===== config.mk =====
export PLATFORM = sky130hd
export DESIGN_NAME = sr_bank_ctrl
export DESIGN_NICKNAME = d
export VERILOG_FILES = /design/src/rtl/sr_bank_ctrl.sv
export SDC_FILE = /design/constraint.sdc
export NUM_CORES = 1
export LEC_CHECK = 0
export BUFFER_PORTS_ARGS = -buffer_cell sky130_fd_sc_hd__buf_4
export CAP_MARGIN = 40
export CORE_MARGIN = 3
export CORE_UTILIZATION = 34
export DETAILED_ROUTE_END_ITERATION = 10
export PLACE_DENSITY = 0.65
export SKIP_LAST_GASP = 1
export SLEW_MARGIN = 10
export SYNTH_ARGS = -nofsm -noshare
export SYNTH_HDL_FRONTEND = slang
export SYNTH_SLANG_ARGS = --single-unit

===== constraint.sdc =====
create_clock -name Clk -period 2.32 [get_ports Clk]
set_input_delay 0.464 -clock Clk [delete_from_list [all_inputs] [get_ports Clk]]
set_output_delay 0.464 -clock Clk [all_outputs]
set_load 0.02 [all_outputs]

===== src/rtl/sr_bank_ctrl.sv =====
// sr_bank_ctrl: round-robin controller for a 4-bit bank of master-slave SR
// flip-flops. Two requesters (A, B) each issue set / clear / toggle / no-op
// on a single bit. Each operation runs IDLE -> APPLY -> CHECK. The controller
// then reads the bank back and compares it with the value it expects.
//
// Ports
//   Clk                 single clock, rising edge
//   Rst                 asynchronous active-high reset
//   ReqA/OpA/AddrA      requester A: level request, op (00 set, 01 clear,
//                       10 toggle, 11 no-op), target bit index
//   ReqB/OpB/AddrB      requester B, same meaning
//   AckA/AckB           one-cycle completion pulse per requester
//   Err                 one-cycle pulse with Ack on readback mismatch
//   Busy                high in every state except IDLE
//   Q                   bank contents

// sr_ff: positive-edge master-slave SR flip-flop.
// The next-state gates (S | ~R & Q) feed a master latch that is transparent
// while Clk is low. The slave stage takes the master value on the rising
// edge. Qm exposes the master stage, which already holds the value Q will
// take at the coming edge.
module sr_ff (
  input  logic Clk,
  input  logic S,
  input  logic R,
  output logic Q,
  output logic Qm
);
  logic r_n_s;
  logic hold_s;
  logic d_s;
  logic m_r;
  logic q_r;

  not u_rn   (r_n_s, R);
  and u_hold (hold_s, r_n_s, q_r);
  or  u_d    (d_s, S, hold_s);

  // master latch, open during the low phase of Clk
  always_latch begin
    if (!Clk) m_r <= d_s;
  end

  // slave stage, updates on the rising edge of Clk
  always_ff @(posedge Clk) begin
    q_r <= m_r;
  end

  assign Q  = q_r;
  assign Qm = m_r;
endmodule

module sr_bank_ctrl (
  input  logic       Clk,
  input  logic       Rst,
  input  logic       ReqA,
  input  logic [1:0] OpA,
  input  logic [1:0] AddrA,
  input  logic       ReqB,
  input  logic [1:0] OpB,
  input  logic [1:0] AddrB,
  output logic       AckA,
  output logic       AckB,
  output logic       Err,
  output logic       Busy,
  output logic [3:0] Q
);
  typedef enum logic [1:0] {INIT = 2'd0, IDLE = 2'd1, APPLY = 2'd2, CHECK = 2'd3} state_t;

  state_t     state_r, next_s;
  logic [1:0] op_r, op_next_s;
  logic [1:0] addr_r, addr_next_s;
  logic       win_r, win_next_s;     // 0 = A, 1 = B
  logic       last_r, last_next_s;   // last granted requester, 1 = B
  logic       qbit_r, qbit_next_s;   // Q[addr] sampled at grant
  logic [3:0] s_r, s_next_s;
  logic [3:0] r_r, r_next_s;
  logic       acka_r, acka_next_s;
  logic       ackb_r, ackb_next_s;
  logic       err_r, err_next_s;
  logic       busy_r;

  logic       grant_b_s;
  logic [1:0] sel_op_s;
  logic [1:0] sel_addr_s;
  logic       sel_q_s;
  logic       exp_s;
  logic       init_s;
  logic [3:0] s_bank_s;
  logic [3:0] r_bank_s;
  logic [3:0] q_s;
  logic [3:0] qm_s;

  // B wins only when A is idle or A was granted last.
  assign grant_b_s  = ReqB & (~ReqA | ~last_r);
  assign sel_op_s   = grant_b_s ? OpB : OpA;
  assign sel_addr_s = grant_b_s ? AddrB : AddrA;
  assign sel_q_s    = q_s[sel_addr_s];

  // The clear pulse comes straight from the INIT state. The bank has no reset
  // of its own, and the S/R registers must read zero while Rst is held.
  // Gating with ~Rst keeps R low during reset. R is high only for the single
  // INIT cycle that follows release.
  assign init_s   = (state_r == INIT) & ~Rst;
  assign s_bank_s = s_r;
  assign r_bank_s = r_r | {4{init_s}};

  genvar gi;
  generate
    for (gi = 0; gi < 4; gi++) begin : g_bank
      sr_ff u_ff (
        .Clk (Clk),
        .S   (s_bank_s[gi]),
        .R   (r_bank_s[gi]),
        .Q   (q_s[gi]),
        .Qm  (qm_s[gi])
      );
    end
  endgenerate

  // expected readback for the latched operation
  always_comb begin
    exp_s = qbit_r;
    case (op_r)
      2'b00:   exp_s = 1'b1;
      2'b01:   exp_s = 1'b0;
      2'b10:   exp_s = ~qbit_r;
      default: exp_s = qbit_r;
    endcase
  end

  // next-state and next-output logic
  always_comb begin
    next_s      = state_r;
    op_next_s   = op_r;
    addr_next_s = addr_r;
    win_next_s  = win_r;
    last_next_s = last_r;
    qbit_next_s = qbit_r;
    s_next_s    = 4'b0000;
    r_next_s    = 4'b0000;
    acka_next_s = 1'b0;
    ackb_next_s = 1'b0;
    err_next_s  = 1'b0;
    case (state_r)
      INIT: next_s = IDLE;
      IDLE: begin
        if (ReqA | ReqB) begin
          next_s      = APPLY;
          win_next_s  = grant_b_s;
          last_next_s = grant_b_s;
          op_next_s   = sel_op_s;
          addr_next_s = sel_addr_s;
          qbit_next_s = sel_q_s;
          // S/R are loaded here so that they are stable for the whole APPLY cycle.
          case (sel_op_s)
            2'b00:   s_next_s[sel_addr_s] = 1'b1;
            2'b01:   r_next_s[sel_addr_s] = 1'b1;
            2'b10: begin
              s_next_s[sel_addr_s] = ~sel_q_s;
              r_next_s[sel_addr_s] = sel_q_s;
            end
            default: s_next_s = 4'b0000;
          endcase
        end else begin
          next_s = IDLE;
        end
      end
      APPLY: begin
        next_s      = CHECK;
        acka_next_s = ~win_r;
        ackb_next_s = win_r;
        // The master stage holds the post-operation bit at this edge, so the
        // readback and the Ack can be registered together.
        err_next_s  = (qm_s[addr_r] != exp_s);
      end
      CHECK: next_s = IDLE;
      default: next_s = INIT;
    endcase
  end

  // controller state and registered outputs
  always_ff @(posedge Clk or posedge Rst) begin
    if (Rst) begin
      state_r <= INIT;
      op_r    <= 2'b00;
      addr_r  <= 2'b00;
      win_r   <= 1'b0;
      last_r  <= 1'b1;
      qbit_r  <= 1'b0;
      s_r     <= 4'b0000;
      r_r     <= 4'b0000;
      acka_r  <= 1'b0;
      ackb_r  <= 1'b0;
      err_r   <= 1'b0;
      busy_r  <= 1'b1;
    end else begin
      state_r <= next_s;
      op_r    <= op_next_s;
      addr_r  <= addr_next_s;
      win_r   <= win_next_s;
      last_r  <= last_next_s;
      qbit_r  <= qbit_next_s;
      s_r     <= s_next_s;
      r_r     <= r_next_s;
      acka_r  <= acka_next_s;
      ackb_r  <= ackb_next_s;
      err_r   <= err_next_s;
      busy_r  <= (next_s != IDLE);
    end
  end

  assign AckA = acka_r;
  assign AckB = ackb_r;
  assign Err  = err_r;
  assign Busy = busy_r;
  assign Q    = q_s;
endmodule

-- Yosys cells after proc, flatten, opt, wreduce, memory -nomap -nowiden
Cells that the tools add are included.
- logic and storage cells: 87
- bits in latches: 4
- input port bits: 12
- flip-flop bits (word level): 25
- magnitude comparators: 3
- eq/ne operators: 9
- bitwise logic cells: 25
- reduce and logical (&&, ||, !) cells: 6
- muxes and demuxes: 24
- operators by type and width (operator ; number):
    4-bit two-way mux ; 4
    4-bit one-hot mux with 2 select lines ; 2
    1-bit two-way mux ; 10
    1-bit NOT ; 10
    4-bit bitwise AND ; 2
    2-bit == test, second input constant ; 4
    1-bit bitwise AND ; 6
    2-bit by 1-bit == test with 1-bit output, second input constant ; 3
    2-bit logical NOT ; 3
    2-bit by 3-bit less-than comparator with 1-bit output, second input constant ; 2
    2-bit two-way mux ; 3
    1-bit OR ; 6
    2-bit one-hot mux with 3 select lines ; 1
    1-bit binary-select mux with 2-bit select ; 2
    4-bit OR ; 1
    1-bit one-hot mux with 3 select lines ; 1
    1-bit demux with 2-bit select ; 1
    2-bit by 1-bit greater-or-equal comparator with 1-bit output, second input constant ; 1
    2-bit by 1-bit != test with 1-bit output, second input constant ; 1
    2-bit AND reduction ; 1
    2-bit OR reduction ; 1
    1-bit logical AND ; 1
    1-bit != test ; 1

-- Longest topological paths before layout
Gate-level depths: netlist of run 1.
- depth after elaboration: 12
- depth in mapped cells: 6
- depth with buffers taken out: 6

-- Modules after synthesis
Synthesis of run 1 repeated with hierarchy kept, for this count alone.
- cell total of the unflattened synthesis: 117
- area, all modules: 1293.7 sq um
- modules (own cells, without submodules) (module ; area an instance (sq um) ; cells an instance ; times used):
    sr_bank_ctrl ; 1108.6 ; 101 ; 1
    sr_ff ; 46.3 ; 4 ; 4

==> results of run 1 <==
-- worst register-to-register path, cell delays in order, from the launching register on --
cell and delay (ns):
dfrtp_1 0.40, or3_1 0.44, a31o_2 0.28
-- through the flow --
step                      total power, W  util [%]  setup WS (ns)
after global routing             0.00194      43.8        0.00534
after detailed placement         0.00145      41.4              0
after CTS                        0.00184      43.8         0.0448
after floorplan                  0.00126         -         0.0981
final                            0.00181      43.8         0.0517
after global placement           0.00142      41.4              0
-- cells in the final DEF (no fill, tap or decap), types with 2 or more instances in the layout --
| cell | Yosys | layout |
|---|---|---|
| a31o_2 | 4 | 4 |
| ha_1 | 3 | 3 |
| buf_4 | 4 | 21 |
| o21a_1 | 2 | 2 |
| o21ai_0 | 4 | 4 |
| nor3_1 | 6 | 6 |
| clkbuf_8 | 0 | 5 |
| dfstp_2 | 2 | 2 |
| a21oi_1 | 6 | 6 |
| nor2_1 | 3 | 3 |
| dlxtn_1 | 4 | 4 |
| dfrtp_1 | 19 | 19 |
| clkinv_2 | 0 | 2 |
| inv_1 | 14 | 14 |
| nand2_1 | 11 | 11 |
| dfxtp_1 | 4 | 4 |
| nand2b_1 | 2 | 2 |
| mux2i_1 | 3 | 3 |
| nand3_1 | 2 | 2 |
-- area by class of cell --
| cell class | count | area [µm²] | share of cell area [%] |
|---|---|---|---|
| multi-input combinational | 66 | 490 | 32.5 |
| inverter | 14 | 52.6 | 3.48 |
| timing repair buffer | 21 | 158 | 10.4 |
| sequential | 29 | 668 | 44.3 |
| clock inverter | 2 | 10.0 | 0.663 |
| clock buffer | 6 | 72.6 | 4.81 |
| tap | 46 | 57.6 | 3.81 |
-- logic make-up (layout without fill, tap and decap cells) --
kind of cell / count (synthesis) / after routing
adder cells (fa/ha/maj): 3 / 3
AO/OA/AOI/OAI: 26 / 26
XOR/XNOR: 2 / 2
latches: 4 / 4
buffers and inverters: 19 / 43
AND/OR/NAND/NOR: 30 / 30
multiplexers: 5 / 5
flip-flops: 25 / 25
-- power breakdown --
part	total, W	internal, W	switching, W
Combinational	0.000638	0.000299	0.000339
Clock	0.000379	0.000207	0.000172
Sequential	0.000793	0.000666	0.000127
-- flip-flops by register name (all words and copies together), names as in the netlist --
register,cells
AckB,1
AckA,1
op_r,2
last_r,1
Err,1
state_r,2
g_bank.u_ff.Qm,4
win_r,1
r_r,4
g_bank.u_ff.Q,4
Busy,1
addr_r,2
qbit_r,1
s_bank_s,4
-- worst max-delay path by stage --
stage,endpoint,slack [ns],cells past startpoint
5_1_grt,g_bank[0].u_ff.Qm$_DLATCH_N_,0.005,2
3_3_place_gp,g_bank[0].u_ff.Qm$_DLATCH_N_,0,3
6_report,g_bank[0].u_ff.Qm$_DLATCH_N_,0.05,2
3_5_place_dp,g_bank[0].u_ff.Qm$_DLATCH_N_,0,3
4_1_cts,g_bank[0].u_ff.Qm$_DLATCH_N_,0.04,2
2_1_floorplan,g_bank[0].u_ff.Qm$_DLATCH_N_,0.1,2
-- metal layers --
metal / GRT usage, % / vias up / wire, µm
met4: 6.09 / 0 / 43
met1: 15.6 / 418 / 1090
li1: - / 435 / -
met3: 3.71 / 4 / 129
met5: 0 / - / 0
met2: 19.7 / 28 / 1180
==> impl_metrics.py, run 1 <==
metrics = {
    "finish": {
        "finalNetCount": 152,
        "fin_cells": 184,
        "syn2layout_area_growth_pct": 21.2,
        "postLayoutCellArea_mm2": 0.00151,
        "drive_gt1_share_pct": 32.6,
        "antenna_cells": 0,
        "n_fill_cell": 343,
    },
    "logic_synthesis": {
        "syn_area_mm2": 0.00124,
        "syn_inst": 114,
        "synthTopCellsByCount": "19 x dfrtp_1, 14 x inv_1, 11 x nand2_1",
        "synth_cell_types": 38,
        "yosys.area_share.adder_pct": 3.02,
        "yosysMostFrequentCell": "dfrtp_1",
        "syn_nets": 129,
        "synth_warnings": 0,
        "synth_top_family_by_area": "compound AO/OA/AOI/OAI gates",
        "synth-async-reset-ratio_pct": 72.4,
        "synth_area_leaders": "dfrtp_1 38%, dfxtp_1 6.4%, dlxtn_1 4.8%",
        "ys.flop_type": "dfrtp_1",
        "synth.largest_area_cell": "dfrtp_1",
        "synth_compound_area_share_pct": 17.5,
        "yosysTopAreaCellShare_pct": 38.2,
        "yosys-mux-area-fraction_pct": 5.43,
        "synth_enable_flop_cells": 0,
        "synth_xor_xnor_area_share_pct": 1.41,
        "avgSynthCellArea_um2": 10.9,
        "synthSimpleGateAreaFrac_pct": 12.1,
        "ys_seq_elements": 29,
    },
    "placement": {
        "dp_hpwl_um": 1960,
        "gp_congestion": 0.847,
        "io_buffers": 19,
        "dp_cells": 176,
        "placed_cell_area_mm2": 0.00143,
    },
    "pwr": {
        "power_density_mw_per_mm2": 1200,
        "p_leak_nw": 0.690,
        "ir_worst_vdd_mv": 0.361,
    },
    "floorplan": {
        "start_util_pct": 36.2,
        "row_count": 21,
        "die_h_um": 66.5,
        "die_w_um": 66.5,
        "die_area_mm2": 0.00442,
        "core_mm2": 0.00344,
        "io_pins": 20,
    },
    "drt": {
        "first_pass_iters": 4,
        "viasPerCell": 4.81,
        "postRouteAntennaNets": 0,
        "wl_um": 2450,
        "num_vias": 885,
        "wl_per_cell_um": 13.3,
        "first_iter_violations": 27,
        "drc": 0,
    },
    "sta": {
        "rsz0062_at_grt": "false",
        "fin_worst_hold_slack_ns": 0.321,
        "drv_slew": 0,
        "tightest_slew_ns": 0.731,
        "setup_viol": 0,
        "setup_tns_ns": 0,
        "relSlewSlack_pct": 51.2,
        "hold_viol_final": 0,
        "fin_worst_skew_ns": 0.0108,
    },
    "worst_setup_path": {
        "reg2reg_depth": 2,
        "arrival_ns": 1.39,
        "critPathBufInv": 0,
        "crit_fanout": 4,
        "reg2reg_slack_ns": 0.05,
        "crit_path_max_incr_delay_ns": 0.44,
        "cp.required_ns": 1.44,
        "end_kind": "latch",
        "critPathLaunch": "state_r[1]$_DFF_PP0_",
        "critPathTopFamily": "simple AND/OR/NAND/NOR gates",
        "crit_chain": "or3_1, a31o_2",
        "cp_slowest_cell": "or3_1",
        "cp-start-kind": "flop",
        "r2r_start": "state_r[1]$_DFF_PP0_",
        "timing.rr.end": "g_bank[0].u_ff.Qm$_DLATCH_N_",
        "criticalPathCategory": "reg -> latch",
    },
    "clock_tree": {
        "cts_buffer_depth": 2,
        "cts_buffers": 5,
        "cts_tree": "built",
        "cts_hold_buf": 0,
        "cts.clk_slew.worst_paths_ns": 0.06,
        "clk-insertion-delay-late_ns": 0.28,
        "cts.repair.resized": 0,
        "cts_sinks": 29,
        "post_cts_buffers": 0,
        "clockRootBuffer": "clkbuf_8",
        "cts_htree_levels": 2,
    },
    "job": {
        "drv_cap": 0,
    },
    "global_route": {
        "grtUsageTotal_pct": 12.5,
        "antenna_found_initial": 0,
        "first_global_vias": 868,
        "grt_overflow": 0,
        "grt_pass1_wl_um": 4030,
        "grt_max_degree": 22,
    },
    "hold_path": {
        "hold_class": "in -> async",
    },
    "outcome": {
        "status": "complete, no violations",
    },
}
Power figures use the tool's default switching activity.
==> run 2: changes to the inputs <==
Settings changed: CORE_MARGIN 3 to 2.
Clock period 2.32 ns to 2.3 ns, I/O delays scaled along.
==> impl_metrics.py, run 2 (synthesis results as in run 1) <==
metrics = {
    "sta": {
        "setup_viol": 0,
        "setup_tns_ns": 0,
        "fin_worst_skew_ns": 0.0115,
        "fin_worst_hold_slack_ns": 0.271,
        "relSlewSlack_pct": 49.0,
        "drv_slew": 0,
        "tightest_slew_ns": 0.764,
        "hold_viol_final": 0,
        "rsz0062_at_grt": "false",
    },
    "worst_setup_path": {
        "cp.required_ns": 1.46,
        "crit_path_max_incr_delay_ns": 0.45,
        "cp-start-kind": "flop",
        "end_kind": "latch",
        "arrival_ns": 1.45,
        "cp_slowest_cell": "or3_1",
        "crit_fanout": 4,
        "crit_chain": "or3_1, a31o_2",
        "r2r_start": "state_r[1]$_DFF_PP0_",
        "reg2reg_depth": 2,
        "timing.rr.end": "g_bank[0].u_ff.Qm$_DLATCH_N_",
        "criticalPathCategory": "reg -> latch",
        "reg2reg_slack_ns": 0.02,
    },
    "job": {
        "drv_cap": 0,
    },
    "hold_path": {
        "hold_class": "in -> async",
    },
    "floorplan": {
        "row_count": 21,
        "die_w_um": 64.5,
        "core_mm2": 0.00342,
        "io_pins": 20,
        "die_h_um": 64.5,
        "start_util_pct": 36.4,
        "die_area_mm2": 0.00416,
    },
    "finish": {
        "most-common-layout-cells": "22 x buf_4, 19 x dfrtp_1, 14 x inv_1",
        "drive_gt1_share_pct": 33.1,
        "fin_cells": 185,
        "final_util_pct": 43.7,
        "n_fill_cell": 334,
        "antenna_cells": 0,
        "finalNetCount": 153,
        "register_area_um2": 668,
        "final_common_cell": "buf_4",
        "multiInputGateArea_um2": 490,
        "syn2layout_area_growth_pct": 20.0,
    },
    "global_route": {
        "grt_max_degree": 22,
        "first_global_vias": 909,
        "antenna_found_initial": 0,
        "grtUsageTotal_pct": 13.6,
        "grt_pass1_wl_um": 4260,
        "grt_overflow": 0,
    },
    "drt": {
        "wl_per_cell_um": 13.0,
        "first_iter_violations": 24,
        "num_vias": 894,
        "drc": 0,
        "viasPerCell": 4.83,
        "wl_um": 2400,
        "postRouteAntennaNets": 0,
        "first_pass_iters": 4,
    },
    "clock_tree": {
        "cts_tree": "built",
        "cts_hold_buf": 0,
        "cts_sinks": 29,
        "post_cts_buffers": 0,
        "cts_buffers": 5,
        "cts_buffer_depth": 2,
        "cts.repair.resized": 0,
        "cts_htree_levels": 2,
        "clk-insertion-delay-late_ns": 0.33,
        "clockRootBuffer": "clkbuf_4",
        "cts.clk_slew.worst_paths_ns": 0.09,
    },
    "placement": {
        "dp_cells": 177,
        "io_buffers": 19,
        "gp_congestion": 0.779,
        "dp_hpwl_um": 1850,
    },
    "pwr": {
        "power_density_mw_per_mm2": 1180,
        "p_leak_nw": 0.685,
        "p_switching_w": 0.000641,
        "power_frac_comb_pct": 37.2,
        "internal_power_w": 0.00113,
        "clock_power_share_pct": 17.7,
        "ir_worst_vdd_mv": 0.373,
        "switching_share_pct": 36.3,
        "power_frac_seq_pct": 45.1,
    },
    "outcome": {
        "status": "complete, no violations",
    },
}
==> run 2: cell types whose count changed in the layout (fill, tap and decap cells not counted) <==
cell,delta
buf_4,+1
clkbuf_8,-4
clkinv_2,-1
clkbuf_4,+5
clkbuf_1,-1
clkinv_1,+1
==> run 2: worst max-delay path by stage <==
stage	to	startpoint	cells after the start	slack, ns
2_1_floorplan	g_bank[0].u_ff.Qm$_DLATCH_N_	Rst	2	0.09
3_3_place_gp	g_bank[0].u_ff.Qm$_DLATCH_N_	Rst	3	0
3_5_place_dp	g_bank[3].u_ff.Qm$_DLATCH_N_	Rst	3	0
4_1_cts	g_bank[0].u_ff.Qm$_DLATCH_N_	state_r[1]$_DFF_PP0_	2	0.02
5_1_grt	g_bank[0].u_ff.Qm$_DLATCH_N_	state_r[1]$_DFF_PP0_	2	0
6_report	g_bank[0].u_ff.Qm$_DLATCH_N_	state_r[1]$_DFF_PP0_	2	0.02
==> run 2: worst max-delay path: cells and delay by family (launching register included) <==
family	cells	cell delay [ns]
AO/OA/AOI/OAI	1	0.28
AND/OR/NAND/NOR	1	0.45
flip-flops	1	0.41
==> run 2: final cells by class <==
cell class | instances | area share, %
clock inverter | 2 | 0.586
tap | 46 | 3.85
sequential | 29 | 44.7
clock buffer | 6 | 3.43
inverter | 14 | 3.52
timing repair buffer | 22 | 11.1
multi-input combinational | 66 | 32.8
==> run 2: through the flow <==
| stage | total power, W | worst slack [ns] | instance area [µm²] |
|---|---|---|---|
| 6_report | 0.00177 | 0.0168 | 1490 |
| 5_1_grt | 0.00189 | 0 | 1490 |
| 4_1_cts | 0.00179 | 0.0188 | 1490 |
| 3_5_place_dp | 0.00147 | 0 | 1430 |
| 3_3_place_gp | 0.00145 | 0 | 1430 |
| 2_1_floorplan | 0.00127 | 0.0921 | 1240 |
==> run 2: metal layers <==
metal | routed length, µm | share of wire (%) | global-route usage, %
met4 | 59 | 2.5 | 9.84
met2 | 1100 | 46 | 19.5
met3 | 143 | 6.0 | 3.13
met1 | 1110 | 46 | 18.0
met5 | 0 | 0 | 0
==> run 2: power by group through the flow <==
stage	Clock [W]	Sequential [W]	Combinational [W]
3_3_place_gp	0	0.000800	0.000648
6_report	0.000313	0.000798	0.000657
2_1_floorplan	0	0.000798	0.000474
3_5_place_dp	0	0.000811	0.000660
5_1_grt	0.000344	0.000824	0.000724
4_1_cts	0.000323	0.000798	0.000664
==> run 3: changes to the inputs <==
Settings changed: CORE_UTILIZATION 34 to 54, PLACE_DENSITY 0.65 to 0.89.
==> impl_metrics.py, run 3 (synthesis results as in run 1) <==
metrics = {
    "sta": {
        "rsz0062_at_grt": "false",
        "tightest_slew_ns": 0.752,
        "fin_worst_skew_ns": 0.00686,
        "relSlewSlack_pct": 49.8,
        "setup_viol": 0,
        "setup_tns_ns": 0,
        "hold_viol_final": 0,
        "drv_slew": 0,
        "finalWorstSetupSlack_ns": 0.00864,
    },
    "clock_tree": {
        "post_cts_buffers": 0,
        "cts_htree_levels": 2,
        "cts_hold_buf": 0,
        "cts.clk_slew.worst_paths_ns": 0.09,
        "cts_tree": "built",
        "cts_buffers": 5,
        "cts_buffer_depth": 2,
        "clockRootBuffer": "clkbuf_4",
        "cts_sinks": 29,
        "clk-insertion-delay-late_ns": 0.32,
        "cts.repair.resized": 0,
    },
    "floorplan": {
        "die_area_mm2": 0.00271,
        "start_util_pct": 56.8,
        "die_h_um": 52.0,
        "io_pins": 20,
        "row_count": 17,
        "die_w_um": 52.0,
        "core_mm2": 0.00219,
    },
    "worst_setup_path": {
        "critPathTopFamily": "simple AND/OR/NAND/NOR gates",
        "critPathBufInv": 0,
        "cp_slowest_cell": "or3_1",
        "crit_chain": "or3_1, a31o_2",
        "cp.required_ns": 1.46,
        "end_kind": "latch",
        "arrival_ns": 1.45,
        "cp-start-kind": "flop",
        "crit_path_max_incr_delay_ns": 0.44,
        "criticalPathCategory": "reg -> latch",
        "crit_fanout": 4,
    },
    "finish": {
        "syn2layout_area_growth_pct": 17.1,
        "final_common_cell": "buf_4",
        "n_fill_cell": 181,
        "antenna_cells": 0,
        "drive_gt1_share_pct": 33.3,
        "register_area_um2": 668,
        "multiInputGateArea_um2": 490,
        "finalNetCount": 152,
        "most-common-layout-cells": "21 x buf_4, 19 x dfrtp_1, 14 x inv_1",
    },
    "pwr": {
        "ir_worst_vdd_mv": 0.625,
        "power_density_mw_per_mm2": 1200,
        "p_leak_nw": 0.680,
    },
    "placement": {
        "dp_hpwl_um": 2130,
        "io_buffers": 19,
        "place_ws_ns": 0,
        "gp_congestion": 0.859,
    },
    "global_route": {
        "grt_pass1_wl_um": 4270,
        "grt_max_degree": 22,
        "grt_overflow": 0,
        "first_global_vias": 923,
        "antenna_found_initial": 0,
        "grtUsageTotal_pct": 23.3,
    },
    "drt": {
        "wl_per_cell_um": 16.1,
        "met3_length_um": 204,
        "num_vias": 948,
        "wl_met1_um": 965,
        "drc": 0,
        "first_pass_iters": 5,
        "viasPerCell": 5.71,
        "first_iter_violations": 19,
        "dr.max_layer_used": "met4",
        "wl_um": 2670,
        "postRouteAntennaNets": 0,
        "wl_met2_um": 1460,
    },
    "job": {
        "drv_cap": 0,
    },
    "outcome": {
        "status": "complete, no violations",
    },
    "hold_path": {
        "hold_class": "in -> async",
    },
}
[run 3: changes by cell type in the layout (fill, tap and decap cells not counted)]
cell,previous run,this run
buf_4,22,21
clkbuf_8,1,0
clkinv_1,1,0
clkinv_2,1,2
inv_4,0,1
[run 3: worst reg2reg max path, delay by kind of cell (launching register included)]
family,cells,cell delay [ns]
and+or+nand+nor,1,0.44
DFF,1,0.42
AOI/OAI and AO/OA,1,0.27
[run 3: stage by stage]
| step | hold slack, ns | cell area, µm² | total power (W) | utilization [%] | std cells |
|---|---|---|---|---|---|
| floorplan | 0.403 | 1240 | 0.00127 | - | 114 |
| global placement | 0.410 | 1400 | 0.00142 | 64.1 | 158 |
| detailed placement | 0.442 | 1400 | 0.00148 | 64.1 | 158 |
| CTS | 0.284 | 1460 | 0.00177 | 66.5 | 166 |
| global route | 0.325 | 1460 | 0.00186 | 66.5 | 166 |
| finish | 0.277 | 1460 | 0.00176 | 66.5 | 166 |
[run 3: worst paths after layout]
| path | from | to | slack (ns) | cells after the start |
|---|---|---|---|---|
| setup / recovery | state_r[1]$_DFF_PP0_ | g_bank[1].u_ff.Qm$_DLATCH_N_ | 0.009 | 2 |
| hold / removal | Rst | state_r[1]$_DFF_PP0_ | 0.28 | 2 |
| setup reg to reg | state_r[1]$_DFF_PP0_ | g_bank[1].u_ff.Qm$_DLATCH_N_ | 0.009 | 2 |
| hold reg to reg | win_r$_DFFE_PP0P_ | AckA$_DFF_PP0_ | 0.46 | 1 |
| max in group asynchronous | Rst | op_r[0]$_DFFE_PP0P_ | 1.55 | 2 |
| min in group Clk | ReqB | last_r$_DFFE_PP1P_ | 0.43 | 3 |
[run 3: where the power goes]
group,total (W),switching [W],internal (W),leakage [nW]
Combinational,0.000655,0.000354,0.000301,0.312
Clock,0.000286,0.000171,0.000116,0.0353
Sequential,0.000815,0.000144,0.000671,0.333
[run 3: area by class of cell]
type                       instances  area share [%]
tap                               28            2.40
inverter                          14            3.61
timing repair buffer              21            10.8
clock buffer                       5            2.58
clock inverter                     3            1.12
sequential                        29            45.8
multi-input combinational         66            33.6
[run 3: per-layer routing]
metal	global-route usage [%]	vias up
li1	-	433
met1	25.0	464
met2	41.6	47
met3	5.75	4
met4	12.7	0
met5	0	-
